[src/rtl/wash_pkg.sv]
// Shared types and helpers for the wash billing timer: FSM state encoding,
// seven-segment decode (active-low, dp off) and phase lamp encoding.
package wash_pkg;

   typedef enum logic [2:0] {
      S_IDLE  = 3'd0,
      S_FILL  = 3'd1,
      S_WASH  = 3'd2,
      S_RINSE = 3'd3,
      S_SPIN  = 3'd4,
      S_DONE  = 3'd5,
      S_FAULT = 3'd6
   } state_t;

   localparam logic [3:0] BCD_BLANK = 4'd11;

   // Segment order {dp,g,f,e,d,c,b,a}, all active-low.
   function automatic logic [7:0] seg7(input logic [3:0] d);
      case (d)
         4'd0:    return 8'hC0;
         4'd1:    return 8'hF9;
         4'd2:    return 8'hA4;
         4'd3:    return 8'hB0;
         4'd4:    return 8'h99;
         4'd5:    return 8'h92;
         4'd6:    return 8'h82;
         4'd7:    return 8'hF8;
         4'd8:    return 8'h80;
         4'd9:    return 8'h90;
         default: return 8'hFF;
      endcase
   endfunction

   // FAULT lights its own state bit plus the dedicated fault lamp on bit7.
   function automatic logic [7:0] st_lamp(input state_t s);
      if (s == S_FAULT) return 8'hC0;
      return 8'h01 << s;
   endfunction

endpackage

[src/rtl/wash_billing_timer_if.sv]
// Front-panel / display bundle of the wash billing timer.
interface wash_billing_timer_if #(
   parameter int DIGITS = 4,
   parameter int BAL_W  = 12
);
   logic                    on_i;
   logic                    start_i;
   logic                    bal_load_i;
   logic signed [BAL_W-1:0] bal_in_i;
   logic signed [BAL_W-1:0] bal_o;
   logic [2:0]              phase_o;
   logic [7:0]              st_light_o;
   logic [7:0]              led_o;
   logic [DIGITS-1:0]       ena_o;
   logic                    done_o;
   logic                    fault_o;

   modport master (
      output on_i, start_i, bal_load_i, bal_in_i,
      input  bal_o, phase_o, st_light_o, led_o, ena_o, done_o, fault_o
   );

   modport slave (
      input  on_i, start_i, bal_load_i, bal_in_i,
      output bal_o, phase_o, st_light_o, led_o, ena_o, done_o, fault_o
   );
endinterface

[src/rtl/seg_scan_n.sv]
// N-digit multiplexed seven-segment scanner; each digit held 2^SCAN_SH cycles.
module seg_scan_n import wash_pkg::*; #(
   parameter int DIGITS  = 4,
   parameter int SCAN_SH = 16
) (
   input  logic                   clk,
   input  logic                   rst,
   input  logic [DIGITS-1:0][3:0] bcd_i,
   output logic [DIGITS-1:0]      ena_o,
   output logic [7:0]             led_o
);
   localparam int SW = (DIGITS > 1) ? $clog2(DIGITS) : 1;

   logic [SCAN_SH-1:0] div_q;
   logic [SW-1:0]      sel_q;

   always_ff @(posedge clk or negedge rst) begin
      if (!rst) begin
         div_q <= '0;
         sel_q <= '0;
      end else begin
         div_q <= div_q + SCAN_SH'(1);
         if (&div_q) sel_q <= (sel_q == SW'(DIGITS - 1)) ? '0 : sel_q + SW'(1);
      end
   end

   // ena and led both derive from sel_q, so they switch in the same cycle.
   assign ena_o = ~(DIGITS'(1) << sel_q);
   assign led_o = seg7(bcd_i[sel_q]);
endmodule

[src/rtl/wash_billing_timer.sv]
// Wash-cycle sequencer: tick divider, phase FSM, per-second billing and a
// BCD countdown of remaining seconds fed to the digit scanner.
module wash_billing_timer import wash_pkg::*; #(
   parameter int CLK_HZ  = 100_000_000,
   parameter int DIGITS  = 4,
   parameter int BAL_W   = 12,
   parameter int FILL_S  = 5,
   parameter int WASH_S  = 20,
   parameter int RINSE_S = 10,
   parameter int SPIN_S  = 8,
   parameter int RATE    = 1,
   parameter int SCAN_SH = 16
) (
   input logic                 clk,
   input logic                 rst,
   wash_billing_timer_if.slave bus
);
   localparam int TOTAL = FILL_S + WASH_S + RINSE_S + SPIN_S;
   localparam int CW    = (CLK_HZ > 1) ? $clog2(CLK_HZ) : 1;
   localparam logic signed [BAL_W-1:0] RATE_S = BAL_W'(RATE);

   function automatic logic [DIGITS-1:0][3:0] to_bcd(input int v);
      logic [DIGITS-1:0][3:0] r;
      int t;
      t = v;
      for (int i = 0; i < DIGITS; i++) begin
         r[i] = 4'(t % 10);
         t    = t / 10;
      end
      return r;
   endfunction

   function automatic logic [7:0] phase_len(input state_t s);
      case (s)
         S_WASH:  return 8'(WASH_S);
         S_RINSE: return 8'(RINSE_S);
         S_SPIN:  return 8'(SPIN_S);
         default: return 8'(FILL_S);
      endcase
   endfunction

   localparam logic [DIGITS-1:0][3:0] TOTAL_BCD = to_bcd(TOTAL);

   if (TOTAL >= 10 ** DIGITS) begin : g_total_chk
      $error("wash_billing_timer: total seconds do not fit in DIGITS");
   end
   if (DIGITS < 2 || DIGITS > 8) begin : g_digits_chk
      $error("wash_billing_timer: DIGITS must be 2..8");
   end

   state_t                  state_q;
   logic signed [BAL_W-1:0] bal_q;
   logic [7:0]              sec_q;
   logic [DIGITS-1:0][3:0]  bcd_q, bcd_dec, disp;
   logic [CW-1:0]           tcnt_q;
   logic                    done_q, active, tick, borrow, lead;
   state_t                  nxt;

   assign active = (state_q >= S_FILL) && (state_q <= S_SPIN);
   assign tick   = bus.on_i && active && (tcnt_q == CW'(CLK_HZ - 1));
   assign nxt    = state_t'(state_q + 3'd1);

   // Divider only runs in active phases, so each cycle starts a fresh second.
   always_ff @(posedge clk or negedge rst) begin
      if (!rst)             tcnt_q <= '0;
      else if (!active)     tcnt_q <= '0;
      else if (bus.on_i)    tcnt_q <= tick ? '0 : tcnt_q + CW'(1);
   end

   always_comb begin
      bcd_dec = bcd_q;
      borrow  = 1'b1;
      for (int i = 0; i < DIGITS; i++) begin
         if (borrow) begin
            if (bcd_q[i] == 4'd0) bcd_dec[i] = 4'd9;
            else begin
               bcd_dec[i] = bcd_q[i] - 4'd1;
               borrow     = 1'b0;
            end
         end
      end
   end

   // Blank leading zeros; the least significant digit always shows.
   always_comb begin
      disp = bcd_q;
      lead = 1'b1;
      for (int i = DIGITS - 1; i > 0; i--) begin
         if (lead && bcd_q[i] == 4'd0) disp[i] = BCD_BLANK;
         else                          lead    = 1'b0;
      end
   end

   always_ff @(posedge clk or negedge rst) begin
      if (!rst) begin
         state_q <= S_IDLE;
         bal_q   <= '0;
         sec_q   <= '0;
         bcd_q   <= TOTAL_BCD;
         done_q  <= 1'b0;
      end else begin
         done_q <= 1'b0;
         if (bus.on_i) begin
            case (state_q)
               S_IDLE: begin
                  if (bus.bal_load_i) bal_q <= bus.bal_in_i;
                  else if (bus.start_i && bal_q >= RATE_S) begin
                     state_q <= S_FILL;
                     sec_q   <= phase_len(S_FILL);
                  end
               end
               S_DONE: begin
                  if (!bus.start_i) begin
                     state_q <= S_IDLE;
                     bcd_q   <= TOTAL_BCD;
                  end
               end
               S_FAULT: begin
                  if (!bus.start_i && bus.bal_load_i) begin
                     state_q <= S_IDLE;
                     bal_q   <= bus.bal_in_i;
                     bcd_q   <= TOTAL_BCD;
                  end
               end
               default: begin
                  // Credit is checked before charging; a fault freezes everything.
                  if (tick) begin
                     if (bal_q < RATE_S) state_q <= S_FAULT;
                     else begin
                        bal_q <= bal_q - RATE_S;
                        bcd_q <= bcd_dec;
                        if (sec_q == 8'd1) begin
                           if (state_q == S_SPIN) begin
                              state_q <= S_DONE;
                              done_q  <= 1'b1;
                              bcd_q   <= '0;
                           end else begin
                              state_q <= nxt;
                              sec_q   <= phase_len(nxt);
                           end
                        end else sec_q <= sec_q - 8'd1;
                     end
                  end
               end
            endcase
         end
      end
   end

   assign bus.bal_o      = bal_q;
   assign bus.phase_o    = state_q;
   assign bus.st_light_o = st_lamp(state_q);
   assign bus.done_o     = done_q;
   assign bus.fault_o    = (state_q == S_FAULT);

   seg_scan_n #(.DIGITS(DIGITS), .SCAN_SH(SCAN_SH)) u_scan (
      .clk   (clk),
      .rst   (rst),
      .bcd_i (disp),
      .ena_o (bus.ena_o),
      .led_o (bus.led_o)
   );
endmodule

[src/flat_wrapper.sv]
// flat-port wrapper written by rule: the top's interface ports become plain ports
module wash_billing_timer_flat import wash_pkg::*;
#(
   parameter int CLK_HZ  = 100_000_000,
   parameter int DIGITS  = 4,
   parameter int BAL_W   = 12,
   parameter int FILL_S  = 5,
   parameter int WASH_S  = 20,
   parameter int RINSE_S = 10,
   parameter int SPIN_S  = 8,
   parameter int RATE    = 1,
   parameter int SCAN_SH = 16
)
  (clk, rst, bus_on_i, bus_start_i, bus_bal_load_i, bus_bal_in_i, bus_bal_o, bus_phase_o, bus_st_light_o, bus_led_o, bus_ena_o, bus_done_o, bus_fault_o);
  wash_billing_timer_if #(.DIGITS(DIGITS), .BAL_W(BAL_W)) bus_i ();
  input logic clk;
  input logic rst;
  input wire logic [$bits(bus_i.on_i)-1:0] bus_on_i;
  input wire logic [$bits(bus_i.start_i)-1:0] bus_start_i;
  input wire logic [$bits(bus_i.bal_load_i)-1:0] bus_bal_load_i;
  input wire logic [$bits(bus_i.bal_in_i)-1:0] bus_bal_in_i;
  output wire logic [$bits(bus_i.bal_o)-1:0] bus_bal_o;
  output wire logic [$bits(bus_i.phase_o)-1:0] bus_phase_o;
  output wire logic [$bits(bus_i.st_light_o)-1:0] bus_st_light_o;
  output wire logic [$bits(bus_i.led_o)-1:0] bus_led_o;
  output wire logic [$bits(bus_i.ena_o)-1:0] bus_ena_o;
  output wire logic [$bits(bus_i.done_o)-1:0] bus_done_o;
  output wire logic [$bits(bus_i.fault_o)-1:0] bus_fault_o;
  assign bus_i.on_i = bus_on_i;
  assign bus_i.start_i = bus_start_i;
  assign bus_i.bal_load_i = bus_bal_load_i;
  assign bus_i.bal_in_i = bus_bal_in_i;
  assign bus_bal_o = bus_i.bal_o;
  assign bus_phase_o = bus_i.phase_o;
  assign bus_st_light_o = bus_i.st_light_o;
  assign bus_led_o = bus_i.led_o;
  assign bus_ena_o = bus_i.ena_o;
  assign bus_done_o = bus_i.done_o;
  assign bus_fault_o = bus_i.fault_o;
  wash_billing_timer #(.CLK_HZ(CLK_HZ), .DIGITS(DIGITS), .BAL_W(BAL_W), .FILL_S(FILL_S), .WASH_S(WASH_S), .RINSE_S(RINSE_S), .SPIN_S(SPIN_S), .RATE(RATE), .SCAN_SH(SCAN_SH)) u_core (.clk(clk), .rst(rst), .bus(bus_i));
endmodule
[config.mk]
export PLATFORM = sky130hd
export DESIGN_NAME = wash_billing_timer_flat
export DESIGN_NICKNAME = d
export VERILOG_FILES = /design/src/rtl/wash_pkg.sv /design/src/rtl/wash_billing_timer_if.sv /design/src/rtl/seg_scan_n.sv /design/src/rtl/wash_billing_timer.sv /design/src/flat_wrapper.sv
export SDC_FILE = /design/constraint.sdc
export NUM_CORES = 1
export LEC_CHECK = 0
export CAP_MARGIN = 20
export CORE_ASPECT_RATIO = 0.6
export CORE_MARGIN = 5
export CORE_UTILIZATION = 47
export CTS_BUF_LIST = sky130_fd_sc_hd__clkbuf_2 sky130_fd_sc_hd__clkbuf_4 sky130_fd_sc_hd__clkbuf_8
export CTS_CLUSTER_SIZE = 10
export DETAILED_ROUTE_END_ITERATION = 8
export PLACE_DENSITY = 0.68
export SLEW_MARGIN = 20
export SYNTH_ARGS = -nofsm -noshare
export SYNTH_HDL_FRONTEND = slang
export SYNTH_SLANG_ARGS = --single-unit
[constraint.sdc]
create_clock -name clk -period 3.53 [get_ports clk]
set_clock_uncertainty 0.05 [all_clocks]
set_input_delay 0.5295 -clock clk [delete_from_list [all_inputs] [get_ports clk]]
set_output_delay 0.5295 -clock clk [all_outputs]
set_load 0.01 [all_outputs]
Word-level counts from Yosys, hierarchy flattened
Memories as Yosys holds them, arrays and structs flattened.
Index checks and enable logic that the tools add are counted.

word-level totals
  flip-flop bits (word level) = 85
  latch bits = 0
  bits in writable memories = 0
  ROM bits = 112
  input bits = 17
  output and inout bits = 37
  logic and storage cells = 138
  memories kept = 1

cells by class
  add/sub/neg operators = 10
  multiply operators = 0
  divide/modulo/power cells = 0
  order comparisons = 5
  eq/ne operators = 19
  shift operators = 2
  muxes and demuxes = 61
  bitwise logic cells = 4
  reduce and logical (&&, ||, !) cells = 25

memory list
  memory           words  bits a word  read ports  clocked after Yosys merged registers in  write ports  RTL line        RTL
  (no name shown)  16     7            1           0                                        0            wash_pkg.sv:19  case (d)

operators with widths
  operator               count
  $mux 16                6
  $mux 27                3
  $mux 8                 8
  $mux 12                4
  $pmux 16 s3            1
  $mux 4                 11
  $pmux 12 s3            1
  $add 27x1->27 const B  1
  $eq 27x27->1 const B   1
  $mux 3                 8
  $add 16x1->16 const B  1
  $logic_not 4->1        4
  $pmux 8 s2             1
  $reduce_and 16->1      1
  $sub 4x1->4 const B    4
  $pmux 5 s3             1
  $mux 1                 14
  $reduce_and 7->1       2
  $eq 3x3->1 const B     4
  $ge 12x2->1 const B    1
  $lt 12x2->1 const B    1
  $reduce_and 6->1       2
  $sub 12x2->12 const B  1
  $ne 2x2->1 const B     5
  27 further kinds       40

Logic depth before layout (Yosys ltp)
  depth after elaboration = 10
  mapped depth = 11
  mapped depth without buffers = 10

Modules after synthesis
From an unflattened synthesis, not the netlist that was laid out.

second synthesis, totals
  cell total of the unflattened synthesis = 667
  area, all modules = 5724.2 µm²

by module, submodules not included
  module              times used  cells each  area each (µm²)  sequential area each (µm²)
  wash_billing_timer  1           558         4574.4           1680.4
  seg_scan_n          1           109         1149.9           450.4

Worst setup path before layout
No wires, ideal clock.

  kind = reg2reg
  start = register u_core.state_q[1], in the netlist u_core.bus.phase_o[1]
  end = register u_core.bcd_q[5] (netlist bit)
  library setup time = 66 ps
  data arrival time = 2967 ps
  data required time = 3414 ps
  path slack = 447 ps
  cell stages (with the launch flop) = 11
  buffers on the path = 2
  period minus slack after synthesis = 3083 ps
  cell sequence = dfrtp_1 inv_1 ha_1 buf_2 nor4_1 or4_4 or4_4 or3_1 buf_2 or4_1 nand2_1

between the ends
  cells in the longest elaborated chain, start to end = 6
  elaborated cells between the ends (all ways) = 20
  those cells by class = order compare: 2; eq/ne: 6; mux: 5; bitwise: 1; reduce/logical: 6

ends and longest elaborated chain
  what                                                              RTL line                                             RTL
  start, declared                                                   wash_billing_timer.sv:51                             state_t state_q;
  start signal, assigned                                            wash_billing_timer.sv:138                            state_q <= nxt;
  $ge 3x1->1, or another cell as far along                          wash_billing_timer.sv:59                             assign active = (state_q >= S_FILL) && (state_q <= S_SPIN);
  $logic_and 1x1->1 / $mux 16 (equally long branches)               wash_billing_timer.sv:59, wash_billing_timer.sv:133
  $logic_and 1x1->1 / $mux 16 (equally long branches)               wash_billing_timer.sv:60, wash_billing_timer.sv:132
  $logic_and 1x1->1 / $mux 16 (equally long branches)               wash_billing_timer.sv:60, wash_billing_timer.sv:128
  $reduce_bool 3->1 (no line) / $mux 16 (equally long branches)     -
  $reduce_and 6->1 (no line) / $pmux 16 s3 (equally long branches)  -
  end signal, assigned                                              wash_billing_timer.sv:99                             bcd_q <= TOTAL_BCD;
  end signal, assigned                                              wash_billing_timer.sv:115                            bcd_q <= TOTAL_BCD;
  end signal, assigned                                              wash_billing_timer.sv:122                            bcd_q <= TOTAL_BCD;
  end, declared                                                     wash_billing_timer.sv:54                             logic [DIGITS-1:0][3:0] bcd_q, bcd_dec, disp;

Parallel ways exist; a longest one is shown, timed or not. The select of a mux whose other input is x is not followed.
A chain may end at the register's enable or synchronous reset.

Worst setup path in the final report
  start = register u_core.bcd_q[8] (netlist bit)
  end = output port bus_led_o[0]

between the ends
  cells in the longest elaborated chain, start to end = 8
  elaborated cells between the ends (all ways) = 9
  those cells by class = mux: 5; reduce/logical: 3; memory: 1

ends and longest elaborated chain
  what                            RTL line                  RTL
  $logic_not 4->1                 wash_billing_timer.sv:89  if (lead && bcd_q[i] == 4'd0) disp[i] = BCD_BLANK;
  $logic_and 1x1->1               wash_billing_timer.sv:89
  $mux 1                          wash_billing_timer.sv:89
  $logic_and 1x1->1               wash_billing_timer.sv:89
  $mux 4                          wash_billing_timer.sv:89
  $bmux 4 s2 *                    seg_scan_n.sv:29          assign led_o = seg7(bcd_i[sel_q]);
  $mux 4 (implied by the code) *  seg_scan_n.sv:29
  $mem_v2 16x7 *                  -
  end, declared                   flat_wrapper.sv:25        output wire logic [$bits(bus_i.led_o)-1:0] bus_led_o;

Mark *: on every way between the ends. The rest lies on a longest branch, timed or not. The select of a mux whose other input is x is not followed.

==> qor.yml <==
critPathMaxFanout: 5
crit_path_frequent_cell: "ha_2"
syn_nets: 701
ir_drop_mv: 0.235
mostFrequentLayoutCell: "dfrtp_1"
crit_path_end_kind: "output pin"
dr.pass1.iters: 5
synthTopCellsByArea: "dfrtp_1 37%, o21ai_0 6.5%, ha_1 5.8%"
ys_ff_latch: 85
crit_type: "reg2out"
final-max-slew-violation-count: 0
instances_no_fill: 896
layout_common_cells: "82 x dfrtp_1, 72 x o21ai_0, 62 x nand2_1, 49 x nor2_1, 44 x clkdlybuf4s50_1"
synthCells: 658
ios: 54
ys_seq_area_share_pct: 38.3
setup_viol_count_final: 0
powerDensity_nw_per_um2: 585
dieWidth_um: 150
finalCoreUtilization_pct: 59.2
dp.cells: 872
clock_path_buffers: 2
max_slew_margin_pct: 32.1
hold_ws_ns: 0.139
std_cell_rows: 30
yosys_most_used_dff: "dfrtp_1"
seqCellArea_um2: 2130
gr-total-overflow: 0
root_buffer: "clkbuf_8"
multi_input_area_um2: 3290
n_fill_cell: 1020
synth_edf_count: 0
max_stage_delay_ns: 0.41
numPortBuffers: 52
fmax_mhz: 293
vias: 5512
worst_slew_pin_slew_ns: 1.01
drc: 0
syn_area_per_cell_um2: 8.46
cts_num_sinks: 85
postRouteAntennaNets: 0
fin_nets: 775
wl_per_cell_um: 18.1
synth_cell_type_count: 64
cts-buffers-inserted: 9
syn2layout_area_growth_pct: 21.8
dieArea_um2: 14200
dp_hpwl_um: 11900
slowest_stage: "dfrtp_1"
finalCritPeriodShare_pct: 96.8
status: "completed"
start_util_pct: 48.6
ctsHtreeMaxLevel: 3
die_h_um: 94.3
grt_pass1_wl_um: 26900
cp_data_required_time_ns: 2.95
wirelength_um: 16200
worstSkewPairLatency_ns: 0.37
diodes: 0
syn_area_um2: 5570
drv_cap: 0
fin_ws_ns: 0.112
yosysTopAreaCellShare_pct: 36.9
synth_largest_area_cell: "dfrtp_1"
drive_gt1_share_pct: 12.1
hold_violations: 0
synth_warnings: 0
min_path_type: "in2async"
core_area_um2: 11400
p_leak_nw: 2.81
via_per_inst: 6.15
gp_congestion: 0.956
antenna_found_initial: 0
drt_iter0_drc: 751
track_usage_pct: 23.7
cts_tree: "built"
grt_max_degree: 49
arrival_ns: 2.84
pre_cts_ws_ns: -0.0520
grt_pass1_vias: 5186
async_reset_ff_share_pct: 100
crit_chain: "inv_2 > ha_2 > nor3b_4 > a311oi_1 > o32a_2 > ha_2 > mux2_2 > o22a_1 > dlygate4sd2_1"
layout_min_cycle_time_ns: 3.42
clk_pin_slew_worst_paths_ns: 0.09
startpoint_type: "flop"
[sequential cells by signal, indices dropped and copies added, names as in the netlist]
signal               flops
u_core.sec_q             8
u_core.bcd_q            16
u_core.u_scan.div_q     16
u_core.tcnt_q           27
u_core.bus.bal_o        12
u_core.bus.done_o        1
u_core.u_scan.sel_q      2
u_core.bus.phase_o       3
[logic make-up after synthesis]
family | synth area share [%]
AO/OA/AOI/OAI | 24.3
AND/OR/NAND/NOR | 23.5
buffers and inverters | 4.32
other | 0.0674
adder cells (fa/ha/maj) | 5.85
XOR/XNOR | 2.36
flip-flops | 38.3
multiplexers | 1.35
[metal layers]
metal | vias up | share of wire (%) | GRT usage (%)
li1 | 2610 | - | -
met1 | 2653 | 48 | 36.4
met2 | 232 | 43 | 33.8
met3 | 17 | 8.6 | 5.30
met4 | 0 | 0.90 | 4.87
met5 | - | 0 | 0
[where the power goes]
part | internal, mW | total [mW] | switching (mW) | leakage (nW)
Sequential | 1.07 | 1.22 | 0.155 | 1.11
Combinational | 0.781 | 1.88 | 1.10 | 1.58
Clock | 0.474 | 0.857 | 0.383 | 0.121
[repair_timing]
item	4_1_cts	5_1_grt
hold buffers	0	0
pin swaps	2	9
setup endpoints to repair	7	6
gates resized for setup	21	14
setup buffers	5	4
[metrics by stage]
stage	instance area (µm²)	setup TNS [ns]	power, mW
after CTS	6720	0	3.94
after floorplan	5570	0	2.33
after global routing	6780	-0.0651	4.24
final	6780	0	3.96
after global placement	6400	0	3.03
after detailed placement	6400	-0.0906	3.08
[cell usage after synthesis (all sizes together) (10+ instances only)]
master,count
nor3,16
nand4,18
xnor2,12
ha,26
o31ai,15
dfrtp,82
o21ai,77
nor2,49
nand2,63
nand3,31
inv,30
and3,11
a31oi,15
a21o,10
clkbuf,21
nor4,12
a21oi,39
[final timing paths]
kind / slack (ns) / depth (start not counted) / endpoint / start
worst max-delay path: 0.11 / 9 / bus_led_o[0] / u_core.bcd_q[8]$_DFFE_PN0P_
worst min-delay path: 0.14 / 1 / u_core.bus.bal_o[8]$_DFFE_PN0P_ / rst
worst max register to register: 0.31 / 10 / u_core.bus.phase_o[1]$_DFFE_PN0P_ / u_core.bus.phase_o[0]$_DFFE_PN0P_
worst min register to register: 0.42 / 1 / u_core.u_scan.div_q[7]$_DFF_PN0_ / u_core.u_scan.div_q[7]$_DFF_PN0_
max in group asynchronous: 2.49 / 2 / u_core.bcd_q[1]$_DFFE_PN1P_ / rst
min in group clk: 0.42 / 1 / u_core.u_scan.div_q[7]$_DFF_PN0_ / u_core.u_scan.div_q[7]$_DFF_PN0_
[worst max-delay path, delay by kind of cell (launching register included)]
| family | cells | cell delay, ns |
|---|---|---|
| compound gates | 3 | 0.72 |
| flops | 1 | 0.41 |
| fa+ha+maj | 2 | 0.38 |
| buf+inv | 2 | 0.35 |
| simple gates | 1 | 0.32 |
| mux | 1 | 0.29 |
[cell type report]
type                       count  area share (%)
sequential                    85            31.4
inverter                      31            1.72
timing repair buffer          92            11.9
tap                          160            2.95
multi-input combinational    513            48.5
clock inverter                 6            1.72
clock buffer                   9            1.83
No activity file was read; power rests on OpenSTA's default activity.
